[config.mk]
export PLATFORM = sky130hd
export DESIGN_NAME = ava_dma
export DESIGN_NICKNAME = d
export VERILOG_FILES = /design/src/rtl/ava_dma.sv
export SDC_FILE = /design/constraint.sdc
export NUM_CORES = 1
export LEC_CHECK = 0
export BUFFER_PORTS_ARGS = -buffer_cell sky130_fd_sc_hd__buf_2
export CAP_MARGIN = 10
export CORE_MARGIN = 1.5
export CORE_UTILIZATION = 45
export DETAILED_ROUTE_END_ITERATION = 16
export PLACE_DENSITY = 0.69
export SLEW_MARGIN = 20
export SYNTH_ARGS = -nofsm -noshare
export SYNTH_HDL_FRONTEND = slang
export SYNTH_SLANG_ARGS = --single-unit
[constraint.sdc]
create_clock -name clk -period 4.6 [get_ports clk]
set_input_delay 0 -clock clk [delete_from_list [all_inputs] [get_ports clk]]
set_output_delay 0 -clock clk [all_outputs]
set_load 0.01 [all_outputs]
[src/rtl/ava_dma.sv]
// ava_dma: Wishbone pipelined master that copies 32-bit words from system
// memory into VRAM (or pattern-fills VRAM) on behalf of the CPU.
// One request outstanding at a time; the bus is released for one cycle
// between words so the interconnect can rearbitrate.
// Optional feature macro: AVA_DMA_FILL_EN enables the pattern-fill mode.
module ava_dma #(
  parameter int LEN_WIDTH = 17
) (
  input  logic                 clk,
  input  logic                 reset,
  input  logic                 start,
  input  logic [31:0]          src_addr,
  input  logic [31:0]          dst_addr,
  input  logic [LEN_WIDTH-1:0] length,
  input  logic                 fill_en,
  input  logic [31:0]          fill_data,
  output logic                 busy,
  output logic                 done,
  output logic                 err,
  output logic                 wb_cyc_o,
  output logic                 wb_stb_o,
  output logic                 wb_we_o,
  output logic [31:0]          wb_adr_o,
  output logic [31:0]          wb_dat_o,
  output logic [3:0]           wb_sel_o,
  input  logic [31:0]          wb_dat_i,
  input  logic                 wb_ack_i,
  input  logic                 wb_stall_i,
  input  logic                 wb_err_i
);

  typedef enum logic [2:0] {IDLE, RD_REQ, RD_WAIT, WR_REQ, WR_WAIT, GAP, FIN} state_t;

  state_t               state;
  logic [29:0]          src_w;      // word addresses; byte offset is always 0
  logic [29:0]          dst_w;
  logic [LEN_WIDTH-1:0] remaining;
  logic                 bus_state;
  logic                 unused_in;

  assign bus_state = (state == RD_REQ) || (state == RD_WAIT) ||
                     (state == WR_REQ) || (state == WR_WAIT);

`ifdef AVA_DMA_FILL_EN
  logic        fill_mode;
  logic [31:0] fill_word;
  assign unused_in = ^{src_addr[1:0], dst_addr[1:0]};
`else
  assign unused_in = ^{fill_en, fill_data, src_addr[1:0], dst_addr[1:0]};
`endif

  // Transfer FSM; every bus output and status flag is registered here.
  always_ff @(posedge clk or posedge reset) begin
    if (reset) begin
      state     <= IDLE;
      src_w     <= '0;
      dst_w     <= '0;
      remaining <= '0;
      busy      <= 1'b0;
      done      <= 1'b0;
      err       <= 1'b0;
      wb_cyc_o  <= 1'b0;
      wb_stb_o  <= 1'b0;
      wb_we_o   <= 1'b0;
      wb_adr_o  <= '0;
      wb_dat_o  <= '0;
      wb_sel_o  <= '0;
`ifdef AVA_DMA_FILL_EN
      fill_mode <= 1'b0;
      fill_word <= '0;
`endif
    end else begin
      done <= 1'b0;
      if (bus_state && wb_err_i) begin
        // Error wins over ack: abandon the word and release the bus.
        err      <= 1'b1;
        wb_cyc_o <= 1'b0;
        wb_stb_o <= 1'b0;
        wb_we_o  <= 1'b0;
        wb_sel_o <= 4'h0;
        done     <= 1'b1;
        state    <= FIN;
      end else begin
        case (state)
          IDLE: begin
            if (start) begin
              src_w     <= src_addr[31:2];
              dst_w     <= dst_addr[31:2];
              remaining <= length;
              err       <= 1'b0;
              busy      <= 1'b1;
`ifdef AVA_DMA_FILL_EN
              fill_mode <= fill_en;
              fill_word <= fill_data;
`endif
              if (length == '0) begin
                done  <= 1'b1;
                state <= FIN;
              end else begin
                wb_cyc_o <= 1'b1;
                wb_stb_o <= 1'b1;
                wb_sel_o <= 4'hF;
`ifdef AVA_DMA_FILL_EN
                if (fill_en) begin
                  wb_we_o  <= 1'b1;
                  wb_adr_o <= {dst_addr[31:2], 2'b00};
                  wb_dat_o <= fill_data;
                  state    <= WR_REQ;
                end else
`endif
                begin
                  wb_we_o  <= 1'b0;
                  wb_adr_o <= {src_addr[31:2], 2'b00};
                  state    <= RD_REQ;
                end
              end
            end
          end
          RD_REQ: begin
            if (!wb_stall_i) begin
              wb_stb_o <= 1'b0;
              wb_sel_o <= 4'h0;
              state    <= RD_WAIT;
            end
          end
          RD_WAIT: begin
            // wb_dat_o doubles as the data register between read and write.
            if (wb_ack_i) begin
              wb_dat_o <= wb_dat_i;
              wb_stb_o <= 1'b1;
              wb_we_o  <= 1'b1;
              wb_sel_o <= 4'hF;
              wb_adr_o <= {dst_w, 2'b00};
              state    <= WR_REQ;
            end
          end
          WR_REQ: begin
            if (!wb_stall_i) begin
              wb_stb_o <= 1'b0;
              wb_we_o  <= 1'b0;
              wb_sel_o <= 4'h0;
              state    <= WR_WAIT;
            end
          end
          WR_WAIT: begin
            if (wb_ack_i) begin
              src_w     <= src_w + 30'd1;
              dst_w     <= dst_w + 30'd1;
              remaining <= remaining - LEN_WIDTH'(1);
              wb_cyc_o  <= 1'b0;
              if (remaining == LEN_WIDTH'(1)) begin
                done  <= 1'b1;
                state <= FIN;
              end else begin
                state <= GAP;
              end
            end
          end
          GAP: begin
            wb_cyc_o <= 1'b1;
            wb_stb_o <= 1'b1;
            wb_sel_o <= 4'hF;
`ifdef AVA_DMA_FILL_EN
            if (fill_mode) begin
              wb_we_o  <= 1'b1;
              wb_adr_o <= {dst_w, 2'b00};
              wb_dat_o <= fill_word;
              state    <= WR_REQ;
            end else
`endif
            begin
              wb_we_o  <= 1'b0;
              wb_adr_o <= {src_w, 2'b00};
              state    <= RD_REQ;
            end
          end
          FIN: begin
            busy  <= 1'b0;
            state <= IDLE;
          end
          default: state <= IDLE;
        endcase
      end
    end
  end

endmodule

==> results of run 1 <==
where the power goes:
| group | internal, mW | total, mW | switching, mW |
|---|---|---|---|
| clock | 1.00 | 1.55 | 0.549 |
| combinational | 1.45 | 3.29 | 1.84 |
| sequential | 1.96 | 2.69 | 0.724 |
| total | 4.41 | 7.52 | 3.11 |
metrics by stage:
step           total power [mW]  cells
2_1_floorplan              4.83    956
3_3_place_gp               5.78   1310
3_5_place_dp               5.86   1310
4_1_cts                    7.50   1448
5_1_grt                    8.05   1448
6_report                   7.52   1448
path summary, 6_finish.rpt:
path / start / cells past startpoint / slack [ns] / end
max in group asynchronous: reset / 4 / 3.28 / dst_w[18]
hold reg to reg: err / 2 / 0.48 / err
hold / removal: dst_addr[29] / 4 / 0.02 / dst_w[27]
setup reg to reg: state[2] / 6 / 1.01 / done
setup / recovery: state[2] / 6 / 1.01 / done
min in group asynchronous: reset / 3 / 0.28 / wb_dat_o[7]
synthesized netlist by cell type (9+ instances only):
library cell / number
a21oi_1: 93
a22o_1: 26
a22oi_1: 12
a2bb2oi_1: 14
a31oi_1: 11
and3_1: 17
buf_2: 14
clkbuf_1: 50
dfrtp_1: 148
inv_1: 37
mux2_2: 36
mux2i_1: 30
nand2_1: 82
nand3_1: 39
nand4_1: 20
nor2_1: 69
nor3_1: 28
nor4_1: 13
o211ai_1: 10
o21ai_0: 65
o22a_1: 12
o22ai_1: 16
or3_1: 9
logic make-up after synthesis:
kind of cell	count (synthesis)	share of synthesized area (%)
AO/OA/AOI/OAI	300	22.5
adder cells (fa/ha/maj)	4	0.588
flip-flops	148	43.5
buffers and inverters	116	5.60
XOR/XNOR	1	0.103
other	1	0.0440
multiplexers	66	8.29
AND/OR/NAND/NOR	319	19.4
worst register-to-register path, stage by stage (launching register included):
cell           delay [ns]
dfrtp_1              0.89
or3b_2               0.80
buf_4                0.42
nor4_1               0.64
nand2_1              0.14
nand3_1              0.10
dlygate4sd3_1        0.54
flip-flops by register name (all words and copies together), names as in the netlist, 3 cells and up:
signal     cells
dst_w         30
remaining     17
src_w         30
state          3
wb_adr_o      30
wb_dat_o      32
repair_timing:
action | 4_1_cts | 5_1_grt
gates resized for setup | 0 | 0
endpoints found under the hold margin | 237 | 0
hold buffers | 107 | 0
setup endpoints to repair | 0 | 0
layout make-up:
type                            count  area (um^2)  area share [%]
Multi-Input combinational cell    692         4380            38.7
Sequential cell                   148         3700            32.8
Timing Repair Buffer              306         2120            18.8
Clock buffer                       22          474            4.20
Tap cell                          234          293            2.59
Clock inverter                      9          175            1.55
Inverter                           37          146            1.30
routing by layer:
layer	global-route usage (%)	up-vias
li1	-	4040
met1	36.0	4114
met2	43.0	413
met3	4.18	49
met4	11.0	0
met5	0	-
==> impl_results.md, run 1 <==
* Most frequent cells in the layout: buf_2, dfrtp_1, dlygate4sd3_1, a21oi_1, nand2_1
* CP Capture Type: flip-flop
* Final setup margin at 1.01 ns
* PwrDens at 666 nW/um^2
* Final #Nets at 1358
* Core area at 18600 um^2
* Worst-skew pair later-pin latency at 0.43 ns
* Metal2 WL at 12200 um
* Synthesized cell area at 8520 um^2
* Critical path's slowest cell: dfrtp_1
* VDD IR max at 0.390 mV
* Vias per Instance at 5.95
* DIE WIDTH at 141 um
* Worst path bufs/invs at 2
* Syn_area_per_cell at 8.92 um^2
* Final setup vio count at 0
* Drt first-iter violations at 841
* Initial Util at 45.7%
* Slew @ Worst Pin at 1.09 ns
* Antenna cells at 0
* Die area at 19800 um^2
* Fin area at 11300 um^2
* MaxCap Viol Count at 0
* Worst-path cell chain: or3b_2 > buf_4 > nor4_1 > nand2_1 > nand3_1 > dlygate4sd3_1
* Leak Pwr at 4.93 nW
* Leading post-synthesis cells by cell area: dfrtp_1, a21oi_1, mux2_2
* Detail Placement HPWL at 16800 um
* CP required at 4.96 ns
* Gr usage total at 26.7%
* Worst setup path category: reg -> reg
* Post-synthesis sequential area ratio at 43.5%
* Via count at 8616
* Antenna Nets Post-Route at 0
* Placed Area at 9570 um^2
* Slowest stage delay, CP at 0.89 ns
* Fin Setup TNS at 0 ns
* Final period utilization at 78.1%
* Post-CTS Setup Inserts at 0
* Met1 Wirelength at 11400 um
* Post-route minimum period at 3.59 ns
* Final setup skew at 0.00828 ns
* CTS root buf: clkbuf_16
* Ratio of cells with drive above 1 in the final layout at 24.0%
* HP Class: in -> reg
* Number of synthesized flops with an enable pin at 0
* Routed wl met3 at 1800 um
* Top Ports at 226
* # rows at 50
* Die height at 141 um
* Residual DRC at 0
* Routability Congestion at 0.866
* Vias in the first global route at 8012
* Async set-reset flop share out of synthesis at 100%
* CTS tree: done
* H-tree levels at 4
* Final Hold Slack at 0.0235 ns
* Synthesis-to-finish area growth at 32.6%
* Initial antenna violation count at 0
* Synth warn at 0
* Clock sink count at 148
* Utilization after layout at 60.6%
* RSZ-0062 raised after global routing: no
* First-pass GRT wire length at 42000 um
* GR Overflow Total at 0
* CTS Buf Count at 17
* Post-Route WL at 26200 um
* 1st-pass router iterations at 5
* Slew Viols, Final at 0
* Yosys top cell area share at 43.5%
* CP Data Arrival Time at 3.95 ns
* Final hold vios at 0
* Synth cell types at 70
* Top FF cell, synth: dfrtp_1
* Setup WS pre-CTS at 1.59 ns
* Commonest non-fill, non-tap cell in the layout: buf_2
* Routed WL per cell at 18.1 um
* Mapped Cells at 955
* Pin count of the biggest net entering global routing at 110
* Post-synth top area cell: dfrtp_1
* Critical Path Start Type: flip-flop
* Max Freq at 278 MHz
* Final-layout fill cell count at 1611
* Worst Path Max Fanout at 51
* Input/output buffers at 186
* CTS Buffer Depth at 2
* Clk pin slew, worst setup/hold paths at 0.06 ns
* Worst path top cell family by delay: simple AND/OR/NAND/NOR gates
* Highest metal used: met4
* Outcome: finished clean
* Seq cells post-synth at 148
* Slew margin rel. at 27.1%
No activity file was read; power rests on OpenSTA's default activity.
==> run 2: changes to the inputs <==
--- a/config.mk
+++ b/config.mk
@@ -10,7 +10,7 @@
 export CORE_MARGIN = 1.5
 export CORE_UTILIZATION = 45
 export DETAILED_ROUTE_END_ITERATION = 16
-export PLACE_DENSITY = 0.69
+export PLACE_DENSITY = 0.72
 export SLEW_MARGIN = 20
 export SYNTH_ARGS = -nofsm -noshare
 export SYNTH_HDL_FRONTEND = slang
==> constraint.sdc (replaced) <==
create_clock -name clk -period 3.05 [get_ports clk]
set_input_delay 0 -clock clk [delete_from_list [all_inputs] [get_ports clk]]
set_output_delay 0 -clock clk [all_outputs]
set_load 0.01 [all_outputs]
==> impl_results.md, run 2 (synthesis gave the netlist of run 1 again) <==
* Resize count post-CTS at 0
* 1st-pass router iterations at 5
* Via count at 8612
* Critical path's slowest cell: dfrtp_1
* Post-CTS Setup Inserts at 0
* Residual DRC at 0
* Slowest stage delay, CP at 0.74 ns
* Die height at 141 um
* Top Ports at 226
* CP Capture Type: flip-flop
* MaxCap Viol Count at 0
* Worst path bufs/invs at 2
* Pin count of the biggest net entering global routing at 118
* HP Class: in -> reg
* First-pass GRT wire length at 41900 um
* Power Total at 11.4 mW
* Final hold vios at 0
* Leak Pwr at 4.98 nW
* Post-Route WL at 26500 um
* Final setup vio count at 0
* Final setup skew at 0.00849 ns
* Antenna cells at 0
* Final #Nets at 1366
* Max Freq at 413 MHz
* Drt first-iter violations at 748
* Critical Path Start Type: flip-flop
* VDD IR max at 0.535 mV
* Synthesis-to-finish area growth at 33.7%
* CTS Buf Count at 17
* Gr usage total at 26.5%
* Most frequent cells in the layout: buf_2, dfrtp_1, dlygate4sd3_1, a21oi_1, nand2_1
* Antenna Nets Post-Route at 0
* Worst setup path category: reg -> reg
* RSZ-0062 raised after global routing: no
* Final period utilization at 79.5%
* Slew margin rel. at 50.4%
* CTS Buffer Depth at 2
* Routed WL per cell at 18.2 um
* Worst-path cell chain: and3b_1 > buf_4 > a21oi_1 > o21ai_4 > buf_12 > mux2i_1
* Register with the most flip-flops: wb_dat_o
* H-tree levels at 4
* Vias per Instance at 5.92
* Hold buffers post-CTS at 105
* Ratio of cells with drive above 1 in the final layout at 24.6%
* Slew @ Worst Pin at 0.743 ns
* GR Overflow Total at 0
* Commonest non-fill, non-tap cell in the layout: buf_2
* CP Data Arrival Time at 2.76 ns
* Initial Util at 45.7%
* Vias in the first global route at 8063
* Worst path top cell family by delay: flip-flops
* Slew Viols, Final at 0
* CP required at 3.38 ns
* Clock sink count at 148
* Clk pin slew, worst setup/hold paths at 0.06 ns
* Routability Congestion at 0.881
* Die area at 19800 um^2
* Detail Placement HPWL at 16900 um
* # rows at 50
* Number of flip-flops under the largest register name at 32
* Initial antenna violation count at 0
* Worst-skew pair later-pin latency at 0.42 ns
* Input/output buffers at 186
* CTS tree: done
* DIE WIDTH at 141 um
* Fin Setup TNS at 0 ns
* Post-route minimum period at 2.42 ns
* CTS root buf: clkbuf_16
* Worst Path Max Fanout at 31
* Outcome: finished clean
* PwrDens at 998 nW/um^2
* Core area at 18600 um^2
[run 2: cell count changes in the layout (fill, tap and decap cells not counted)]
| cell | delta |
|---|---|
| buf_12 | +5 |
| buf_4 | +5 |
| inv_8 | -1 |
| clkinv_2 | +1 |
| dlygate4sd3_1 | -2 |
| clkinv_4 | +1 |
| clkbuf_8 | -2 |
[run 2: area by class of cell]
cell class	count	area (um^2)
Clock buffer	20	447
Clock inverter	10	181
Fill cell	1574	7260
Inverter	37	143
Multi-Input combinational cell	692	4380
Sequential cell	148	3700
Tap cell	234	293
Timing Repair Buffer	314	2240
[run 2: worst paths after layout]
check                                     to  depth (start not counted)    startpoint  slack [ns]
worst max-delay path            wb_adr_o[21]                          6      state[0]        0.63
worst min-delay path               dst_w[17]                          3  dst_addr[19]        0.02
worst max register to register  wb_adr_o[21]                          6      state[0]        0.63
worst min register to register   wb_dat_o[9]                          1   wb_dat_o[9]        0.50
max in group asynchronous          src_w[13]                          5         reset        2.13
min in group asynchronous       wb_dat_o[26]                          3         reset        0.10
[run 2: stage by stage]
| step | hold WS (ns) | util [%] | std cells | setup slack (ns) | cell area, um^2 |
|---|---|---|---|---|---|
| after detailed placement | 0.236 | 52.0 | 1319 | 0.696 | 9690 |
| after global routing | 0.0200 | 61.1 | 1455 | 0.484 | 11400 |
| after floorplan | 0.129 | - | 956 | 1.12 | 8520 |
| after global placement | 0.232 | 52.0 | 1319 | 0.715 | 9690 |
| after CTS | 0.00424 | 61.0 | 1454 | 0.654 | 11400 |
| final | 0.0186 | 61.1 | 1455 | 0.626 | 11400 |
[run 2: power by group]
| group | switching [mW] | total [mW] | internal (mW) |
|---|---|---|---|
| Sequential | 1.08 | 4.04 | 2.96 |
| Clock | 0.816 | 2.28 | 1.46 |
| Combinational | 2.82 | 5.05 | 2.23 |
[run 2: worst register-to-register path, delay by kind of cell (launching register included)]
family	cells	cell delay, ns
buffers and inverters	2	0.65
AO/OA/AOI/OAI	2	0.43
AND/OR/NAND/NOR	1	0.28
flip-flops	1	0.74
multiplexers	1	0.24
[run 2: layer usage]
metal  wire length [um]  up-vias  track usage, %
li1                   -     4043               -
met1              11200     4133            35.9
met2              12900      401            44.0
met3               1870       35            3.94
met4                526        0            8.72
met5                  0        -               0
